$ cat config.mk
export PLATFORM = sky130hd
export DESIGN_NAME = seq_debug_cmd_master_flat
export DESIGN_NICKNAME = d
export VERILOG_FILES = /design/src/rtl/seq_debug_cmd_master_if.sv /design/src/rtl/seq_debug_cmd_master.sv /design/src/flat_wrapper.sv
export SDC_FILE = /design/constraint.sdc
export NUM_CORES = 1
export LEC_CHECK = 0
export ABC_AREA = 1
export CORE_ASPECT_RATIO = 1.1
export CORE_MARGIN = 2
export CORE_UTILIZATION = 60
export CTS_BUF_LIST = sky130_fd_sc_hd__clkbuf_2 sky130_fd_sc_hd__clkbuf_4 sky130_fd_sc_hd__clkbuf_8
export DETAILED_ROUTE_END_ITERATION = 10
export DONT_BUFFER_PORTS = 1
export PLACE_DENSITY = 0.79
export SETUP_SLACK_MARGIN = 0.1
export SYNTH_ARGS = -nofsm -noshare
export SYNTH_HDL_FRONTEND = slang
export SYNTH_SLANG_ARGS = --single-unit
$ cat constraint.sdc
create_clock -name clk -period 1.95 [get_ports clk]
set_clock_uncertainty 0.05 [all_clocks]
set_input_delay 0.4875 -clock clk [delete_from_list [all_inputs] [get_ports clk]]
set_output_delay 0.4875 -clock clk [all_outputs]
set_load 0.005 [all_outputs]
$ cat src/rtl/seq_debug_cmd_master_if.sv
// Avalon-MM bus between the debug command master and the sequencer command mailbox.
interface seq_debug_cmd_master_if #(
    parameter int ADDR_W = 32
);
    logic [ADDR_W-1:0] avm_address;
    logic              avm_write;
    logic [31:0]       avm_writedata;
    logic              avm_read;
    logic [31:0]       avm_readdata;
    logic              avm_readdatavalid;
    logic              avm_waitrequest;

    modport master (
        output avm_address,
        output avm_write,
        output avm_writedata,
        output avm_read,
        input  avm_readdata,
        input  avm_readdatavalid,
        input  avm_waitrequest
    );

    modport slave (
        input  avm_address,
        input  avm_write,
        input  avm_writedata,
        input  avm_read,
        output avm_readdata,
        output avm_readdatavalid,
        output avm_waitrequest
    );
endinterface

$ cat src/rtl/seq_debug_cmd_master.sv
// Debug command master: writes the sequencer mailbox, triggers a command, polls the
// status word until it turns nonzero or the poll budget runs out, then returns one response.
module seq_debug_cmd_master #(
    parameter int                ADDR_W     = 32,
    parameter logic [ADDR_W-1:0] CMD_BASE   = ADDR_W'(32'h000153bc),
    parameter int                MAX_PARAMS = 4,
    parameter int                POLL_GAP   = 16,
    parameter int                MAX_POLLS  = 1024
) (
    input  logic                    clk,
    input  logic                    reset,

    input  logic                    cmd_valid,
    output logic                    cmd_ready,
    input  logic [31:0]             cmd_code,
    input  logic [32*MAX_PARAMS-1:0] cmd_params,
    input  logic [2:0]              cmd_nparams,

    output logic                    rsp_valid,
    output logic [31:0]             rsp_status,
    output logic                    rsp_timeout,

    seq_debug_cmd_master_if.master  avm
);

    localparam int POLL_W = $clog2(MAX_POLLS + 1);
    localparam int GAP_W  = $clog2(POLL_GAP + 1);

    localparam logic [ADDR_W-1:0] REQ_CMD    = CMD_BASE;
    localparam logic [ADDR_W-1:0] CMD_STATUS = CMD_BASE + ADDR_W'(4);
    localparam logic [ADDR_W-1:0] CMD_PARAMS = CMD_BASE + ADDR_W'(8);
    localparam logic [POLL_W-1:0] POLL_LIMIT = POLL_W'(MAX_POLLS);
    localparam logic [GAP_W-1:0]  GAP_LAST   = GAP_W'(POLL_GAP - 1);
    localparam logic [2:0]        NPARAM_MAX = 3'(MAX_PARAMS);

    typedef enum logic [2:0] {
        IDLE,
        WR_CLR,
        WR_PARAM,
        WR_CMD,
        RD_STAT,
        WAIT_RD,
        GAP,
        DONE
    } state_t;

    state_t                  state;
    state_t                  state_d;

    logic [31:0]             code_q;
    logic [32*MAX_PARAMS-1:0] params_q;
    logic [2:0]              nparams_q;
    logic [2:0]              nparams_clamped;
    logic [2:0]              idx_q;
    logic [2:0]              idx_d;
    logic [POLL_W-1:0]       poll_q;
    logic [POLL_W-1:0]       poll_d;
    logic [GAP_W-1:0]        gap_q;
    logic [GAP_W-1:0]        gap_d;
    logic [31:0]             status_d;
    logic                    timeout_d;
    logic [31:0]             param_word;
    logic                    accept;

    assign nparams_clamped = (cmd_nparams > NPARAM_MAX) ? NPARAM_MAX : cmd_nparams;

    always_comb begin
        param_word = '0;
        for (int i = 0; i < MAX_PARAMS; i++) begin
            if (idx_q == 3'(i)) begin
                param_word = params_q[32*i +: 32];
            end
        end
    end

    // Bus outputs depend only on state, so they stay put while waitrequest stalls a transfer.
    always_comb begin
        state_d           = state;
        idx_d             = idx_q;
        poll_d            = poll_q;
        gap_d             = gap_q;
        status_d          = rsp_status;
        timeout_d         = rsp_timeout;
        accept            = 1'b0;
        cmd_ready         = 1'b0;
        rsp_valid         = 1'b0;
        avm.avm_address   = '0;
        avm.avm_write     = 1'b0;
        avm.avm_writedata = '0;
        avm.avm_read      = 1'b0;

        if (!reset) begin
            case (state)
                IDLE: begin
                    cmd_ready = 1'b1;
                    if (cmd_valid) begin
                        accept  = 1'b1;
                        idx_d   = '0;
                        poll_d  = '0;
                        state_d = WR_CLR;
                    end
                end

                WR_CLR: begin
                    avm.avm_address   = CMD_STATUS;
                    avm.avm_write     = 1'b1;
                    avm.avm_writedata = '0;
                    if (!avm.avm_waitrequest) begin
                        state_d = (nparams_q != 3'd0) ? WR_PARAM : WR_CMD;
                    end
                end

                WR_PARAM: begin
                    avm.avm_address   = CMD_PARAMS + ADDR_W'({idx_q, 2'b00});
                    avm.avm_write     = 1'b1;
                    avm.avm_writedata = param_word;
                    if (!avm.avm_waitrequest) begin
                        if (idx_q == nparams_q - 3'd1) begin
                            state_d = WR_CMD;
                        end else begin
                            idx_d = idx_q + 3'd1;
                        end
                    end
                end

                WR_CMD: begin
                    avm.avm_address   = REQ_CMD;
                    avm.avm_write     = 1'b1;
                    avm.avm_writedata = code_q;
                    if (!avm.avm_waitrequest) begin
                        state_d = RD_STAT;
                    end
                end

                RD_STAT: begin
                    avm.avm_address = CMD_STATUS;
                    avm.avm_read    = 1'b1;
                    if (!avm.avm_waitrequest) begin
                        poll_d  = (poll_q == POLL_LIMIT) ? poll_q : poll_q + POLL_W'(1);
                        state_d = WAIT_RD;
                    end
                end

                WAIT_RD: begin
                    if (avm.avm_readdatavalid) begin
                        if (avm.avm_readdata != 32'd0) begin
                            status_d  = avm.avm_readdata;
                            timeout_d = 1'b0;
                            state_d   = DONE;
                        end else if (poll_q >= POLL_LIMIT) begin
                            status_d  = 32'd0;
                            timeout_d = 1'b1;
                            state_d   = DONE;
                        end else begin
                            gap_d   = '0;
                            state_d = GAP;
                        end
                    end
                end

                GAP: begin
                    if (gap_q == GAP_LAST) begin
                        state_d = RD_STAT;
                    end else begin
                        gap_d = gap_q + GAP_W'(1);
                    end
                end

                DONE: begin
                    rsp_valid = 1'b1;
                    state_d   = IDLE;
                end

                default: begin
                    state_d = IDLE;
                end
            endcase
        end
    end

    // Command fields are captured once at acceptance; the host may change its inputs afterwards.
    always_ff @(posedge clk) begin
        if (reset) begin
            state       <= IDLE;
            code_q      <= '0;
            params_q    <= '0;
            nparams_q   <= '0;
            idx_q       <= '0;
            poll_q      <= '0;
            gap_q       <= '0;
            rsp_status  <= '0;
            rsp_timeout <= 1'b0;
        end else begin
            state       <= state_d;
            idx_q       <= idx_d;
            poll_q      <= poll_d;
            gap_q       <= gap_d;
            rsp_status  <= status_d;
            rsp_timeout <= timeout_d;
            if (accept) begin
                code_q    <= cmd_code;
                params_q  <= cmd_params;
                nparams_q <= nparams_clamped;
            end
        end
    end

endmodule

$ cat src/flat_wrapper.sv
// flat-port wrapper written by rule: the top's interface ports become plain ports
module seq_debug_cmd_master_flat 
#(
    parameter int                ADDR_W     = 32,
    parameter logic [ADDR_W-1:0] CMD_BASE   = ADDR_W'(32'h000153bc),
    parameter int                MAX_PARAMS = 4,
    parameter int                POLL_GAP   = 16,
    parameter int                MAX_POLLS  = 1024
)
  (clk, reset, cmd_valid, cmd_ready, cmd_code, cmd_params, cmd_nparams, rsp_valid, rsp_status, rsp_timeout, avm_avm_address, avm_avm_write, avm_avm_writedata, avm_avm_read, avm_avm_readdata, avm_avm_readdatavalid, avm_avm_waitrequest);
  seq_debug_cmd_master_if #(.ADDR_W(ADDR_W)) avm_i ();
  input  logic clk;
  input  logic reset;
  input  logic cmd_valid;
  output logic cmd_ready;
  input  logic [31:0] cmd_code;
  input  logic [32*MAX_PARAMS-1:0] cmd_params;
  input  logic [2:0] cmd_nparams;
  output logic rsp_valid;
  output logic [31:0] rsp_status;
  output logic rsp_timeout;
  output wire logic [$bits(avm_i.avm_address)-1:0] avm_avm_address;
  output wire logic [$bits(avm_i.avm_write)-1:0] avm_avm_write;
  output wire logic [$bits(avm_i.avm_writedata)-1:0] avm_avm_writedata;
  output wire logic [$bits(avm_i.avm_read)-1:0] avm_avm_read;
  input wire logic [$bits(avm_i.avm_readdata)-1:0] avm_avm_readdata;
  input wire logic [$bits(avm_i.avm_readdatavalid)-1:0] avm_avm_readdatavalid;
  input wire logic [$bits(avm_i.avm_waitrequest)-1:0] avm_avm_waitrequest;
  assign avm_avm_address = avm_i.avm_address;
  assign avm_avm_write = avm_i.avm_write;
  assign avm_avm_writedata = avm_i.avm_writedata;
  assign avm_avm_read = avm_i.avm_read;
  assign avm_i.avm_readdata = avm_avm_readdata;
  assign avm_i.avm_readdatavalid = avm_avm_readdatavalid;
  assign avm_i.avm_waitrequest = avm_avm_waitrequest;
  seq_debug_cmd_master #(.ADDR_W(ADDR_W), .CMD_BASE(CMD_BASE), .MAX_PARAMS(MAX_PARAMS), .POLL_GAP(POLL_GAP), .MAX_POLLS(MAX_POLLS)) u_core (.clk(clk), .reset(reset), .cmd_valid(cmd_valid), .cmd_ready(cmd_ready), .cmd_code(cmd_code), .cmd_params(cmd_params), .cmd_nparams(cmd_nparams), .rsp_valid(rsp_valid), .rsp_status(rsp_status), .rsp_timeout(rsp_timeout), .avm(avm_i));
endmodule
==> summary.md <==
| Metric | Value |
|---|---|
| Status | complete, but fails checks |
| Failing checks | setup timing |
| CP startpoint | u_core.idx_q[0] |
| Fin crit share | 142.0% |
| H-tree Lvls | 2 |
| DRT Wirelength | 30.87 mm |
| Avg Inst Size Synth | 7.066 µm² |
| Cell count after synthesis | 1445 |
| Worst Hold Depth | 3 |
| R2R cell count | 12 |
| Crit end category | output port |
| Post-synthesis sequential area ratio | 42.74% |
| CTS sink count | 218 |
| Largest net degree at the start of global routing | 102 |
| PD cells | 1349 nW/µm² |
| Max-cap violations | 0 |
| Tot Pwr | 17020 µW |
| Vias in the first global route | 8820 |
| Pint | 10490 µW |
| YS warnings | 0 |
| Core area | 16830 µm² |
| Initial antenna violation count | 1 |
| Crit path kind | reg -> out |
| Wire length per cell | 18.06 µm |
| Worst min-delay path startpoint | reset |
| Combinational power share | 42.3% |
| Final Hold Viols | 0 |
| GP Congestion | 0.9160 |
| Switching Fraction | 38.39% |
| Global-route wire length before repair | 44.28 mm |
| Final routed DRC violation total | 0 |
| Part of the power in registers | 32.6% |
| Synthesized cell area | 10210 µm² |
| Worst Tran Pin Value | 0.6768 ns |
| Via/cell ratio | 5.863 |
| Die area | 18080 µm² |
| Layout Utilization | 74.99% |
| Post-Synth XOR/XNOR Area | 0.2573% |
| Asr flop ratio synth | 0% |
| # IOs | 301 |
| Antenna viol nets, final | 0 |
| CTS tree | yes |
| Synthesis-stage register bit count | 218 |
| Max VDD drop | 0.0008992 V |
| Port Buf Inserts | 0 |
| Net Switching | 6536 µW |
| Compound-Gate Fraction of Synth Area | 27.59% |
| CP max FO | 6 |
| Via count | 10020 |
| Adder-Cell Fraction of Synth Area | 1.348% |
| Post-synth EDFFs | 0 |
| Die Y | 140.8 µm |
| FMAX | 361.2 MHz |
| Worst hold path class | in -> reg |
| Critical path data required time | 1.41 ns |
| Nets | 1688 |
| RSZ-0062 raised after global routing | true |
| DRT Pass-1 Iters | 6 |
| Total CTS buffers | 37 |
| Chip width | 128.4 µm |
| Crit path time final | 2.769 ns |
| Clock transition at the registers of the reported paths | 0.07 ns |
| Fill cell count | 1235 |
| Mux contribution to synthesized area | 0% |
| Worst slew margin | 54.53% |
| Leak | 0.004532 µW |
| Setup ws final | -0.8187 ns |
| Post-DP HPWL | 19.01 mm |
| Fin. max-slew vios | 0 |
| Largest family of logic cells by synthesized area | compound AO/OA/AOI/OAI gates |
| Primary FF master, synth | dfxtp_1 |
| CP arrival | 2.23 ns |
| # rows | 50 |
| Final setup fails | 46 |
| Initial drt markers | 715 |
| Final setup TNS | -25.91 ns |
| Clk Latency, worst-skew pair | 0.53 ns |
| Synth cell types | 32 |
| Total global routing overflow | 0 |
| R2R Path Start | u_core.state[1] |
| Setup crit start kind | flop |
| Share of cells above drive strength 1 | 23.60% |
| Initial Util | 60.68% |
| CTS root buf | clkbuf_8 |
| Synth Area in Simple Gates | 14.04% |
| CTS max path bufs | 3 |
| Total GRT Usage | 30.14% |
| Area Growth Syn to Fin | 23.59% |
| Clock network fraction of design power | 25.1% |
==> cell usage after synthesis, types with 15 or more instances <==
library cell	n	area, µm²
a21oi_1	314	1572
buf_2	16	80.08
buf_4	30	225.2
clkbuf_1	76	285.3
dfxtp_1	218	4364
inv_1	199	747.0
nand2_1	121	454.2
nand3_1	15	75.07
nand4_1	37	231.5
nor2_1	89	334.1
nor3_1	38	190.2
o21ai_0	216	1081
o21ai_1	21	105.1
==> path summary, 6_finish.rpt <==
path,slack (ns),endpoint
setup / recovery,-0.82,avm_avm_writedata[15]
hold / removal,0.08,u_core.state[0]
setup reg to reg,0.09,u_core.poll_q[3]
hold reg to reg,0.40,u_core.code_q[13]
==> placed cells by master (no fill, tap or decap), types with 4 or more instances in the layout <==
cell type,instances
nand2_1,108
nor3_4,7
nand2_2,11
dfxtp_4,4
ha_4,5
a21oi_1,258
nor2_2,16
inv_1,188
nor2_4,11
inv_4,7
nand4_1,37
ha_1,5
conb_1,21
nor2_1,68
nand2_4,7
inv_2,8
dfxtp_2,4
buf_12,17
inv_8,4
clkbuf_8,47
nand3_1,14
buf_6,16
a21oi_2,55
dfxtp_1,210
clkbuf_4,7
o21ai_2,15
nor3_2,21
clkinv_2,5
a21oi_4,4
nor3_1,10
o21ai_1,31
o21ai_0,189
buf_4,64
==> sequential cells by signal (all words and copies together) (netlist names) <==
register	cells
u_core.code_q	32
u_core.poll_q	11
u_core.rsp_status	32
u_core.params_q	128
u_core.rsp_timeout	1
u_core.idx_q	3
u_core.state	3
u_core.nparams_q	3
u_core.gap_q	5
==> cell type report <==
type                       count  area, µm²  share of cell area [%]
tap                          208      260.3                   2.062
inverter                     206      818.3                   6.484
sequential                   218       4384                   34.74
clock buffer                  54      699.4                   5.542
antenna                        1      2.502                 0.01983
clock inverter                 8      68.82                  0.5453
timing repair buffer         103       1144                   9.062
multi-input combinational    911       5243                   41.54
==> worst max-delay path: stages, from the launching register on <==
cell and delay [ns]:
dfxtp_4 0.36, buf_12 0.11, ha_4 0.19, inv_4 0.04, nor2_4 0.19, buf_4 0.16, a21oi_1 0.07, nor2_1 0.17
o21ai_2 0.14, a21oi_2 0.16, buf_4 0.12
==> metal layers <==
layer	vias up	global-route usage (%)	part of all wire [%]
met2	475	47.98	47
met3	88	6.869	8.6
li1	4800	-	-
met1	4657	39.77	40
met4	0	11.80	3.7
met5	-	0	0
==> timing repair <==
| action | CTS | global route |
|---|---|---|
| cloned | 1 | 4 |
| pin swaps | 33 | 79 |
| hold buffers | 1 | 0 |
| gates resized for setup | 103 | 111 |
| hold endpoints to repair | 40 | 0 |
| setup endpoints to repair | 53 | 68 |
| buffers inserted | 18 | 23 |
==> power by group through the flow <==
stage                     sequential [µW]  clock (µW)  combinational (µW)
after CTS                            5490        4320                5970
after detailed placement             5560           0                5170
after global routing                 5600        4540                7750
after global placement               5530           0                5070
final                                5550        4280                7200
after floorplan                      5530           0                3780
==> per-stage QoR <==
| stage | instance area (µm²) | hold WS, ns | worst slack [ns] | cells |
|---|---|---|---|---|
| 6_report | 12620 | 0.07669 | -0.8187 | 1709 |
| 5_1_grt | 12620 | 0.06882 | -0.9156 | 1709 |
| 4_1_cts | 12030 | 0.03679 | -0.7365 | 1685 |
| 3_5_place_dp | 10710 | 0.3878 | -0.2538 | 1603 |
| 3_3_place_gp | 10710 | 0.3844 | -0.2425 | 1603 |
| 2_1_floorplan | 10570 | 0.3782 | 0.06598 | 1465 |
==> cell families after synthesis <==
family | count (synthesis)
AOI/OAI and AO/OA | 557
xor gates and xnor gates | 3
adders and majority gates | 11
buffers and inverters | 337
DFF | 218
other | 1
and+or+nand+nor | 318
Note: power is estimated with default switching activity, not from simulation.
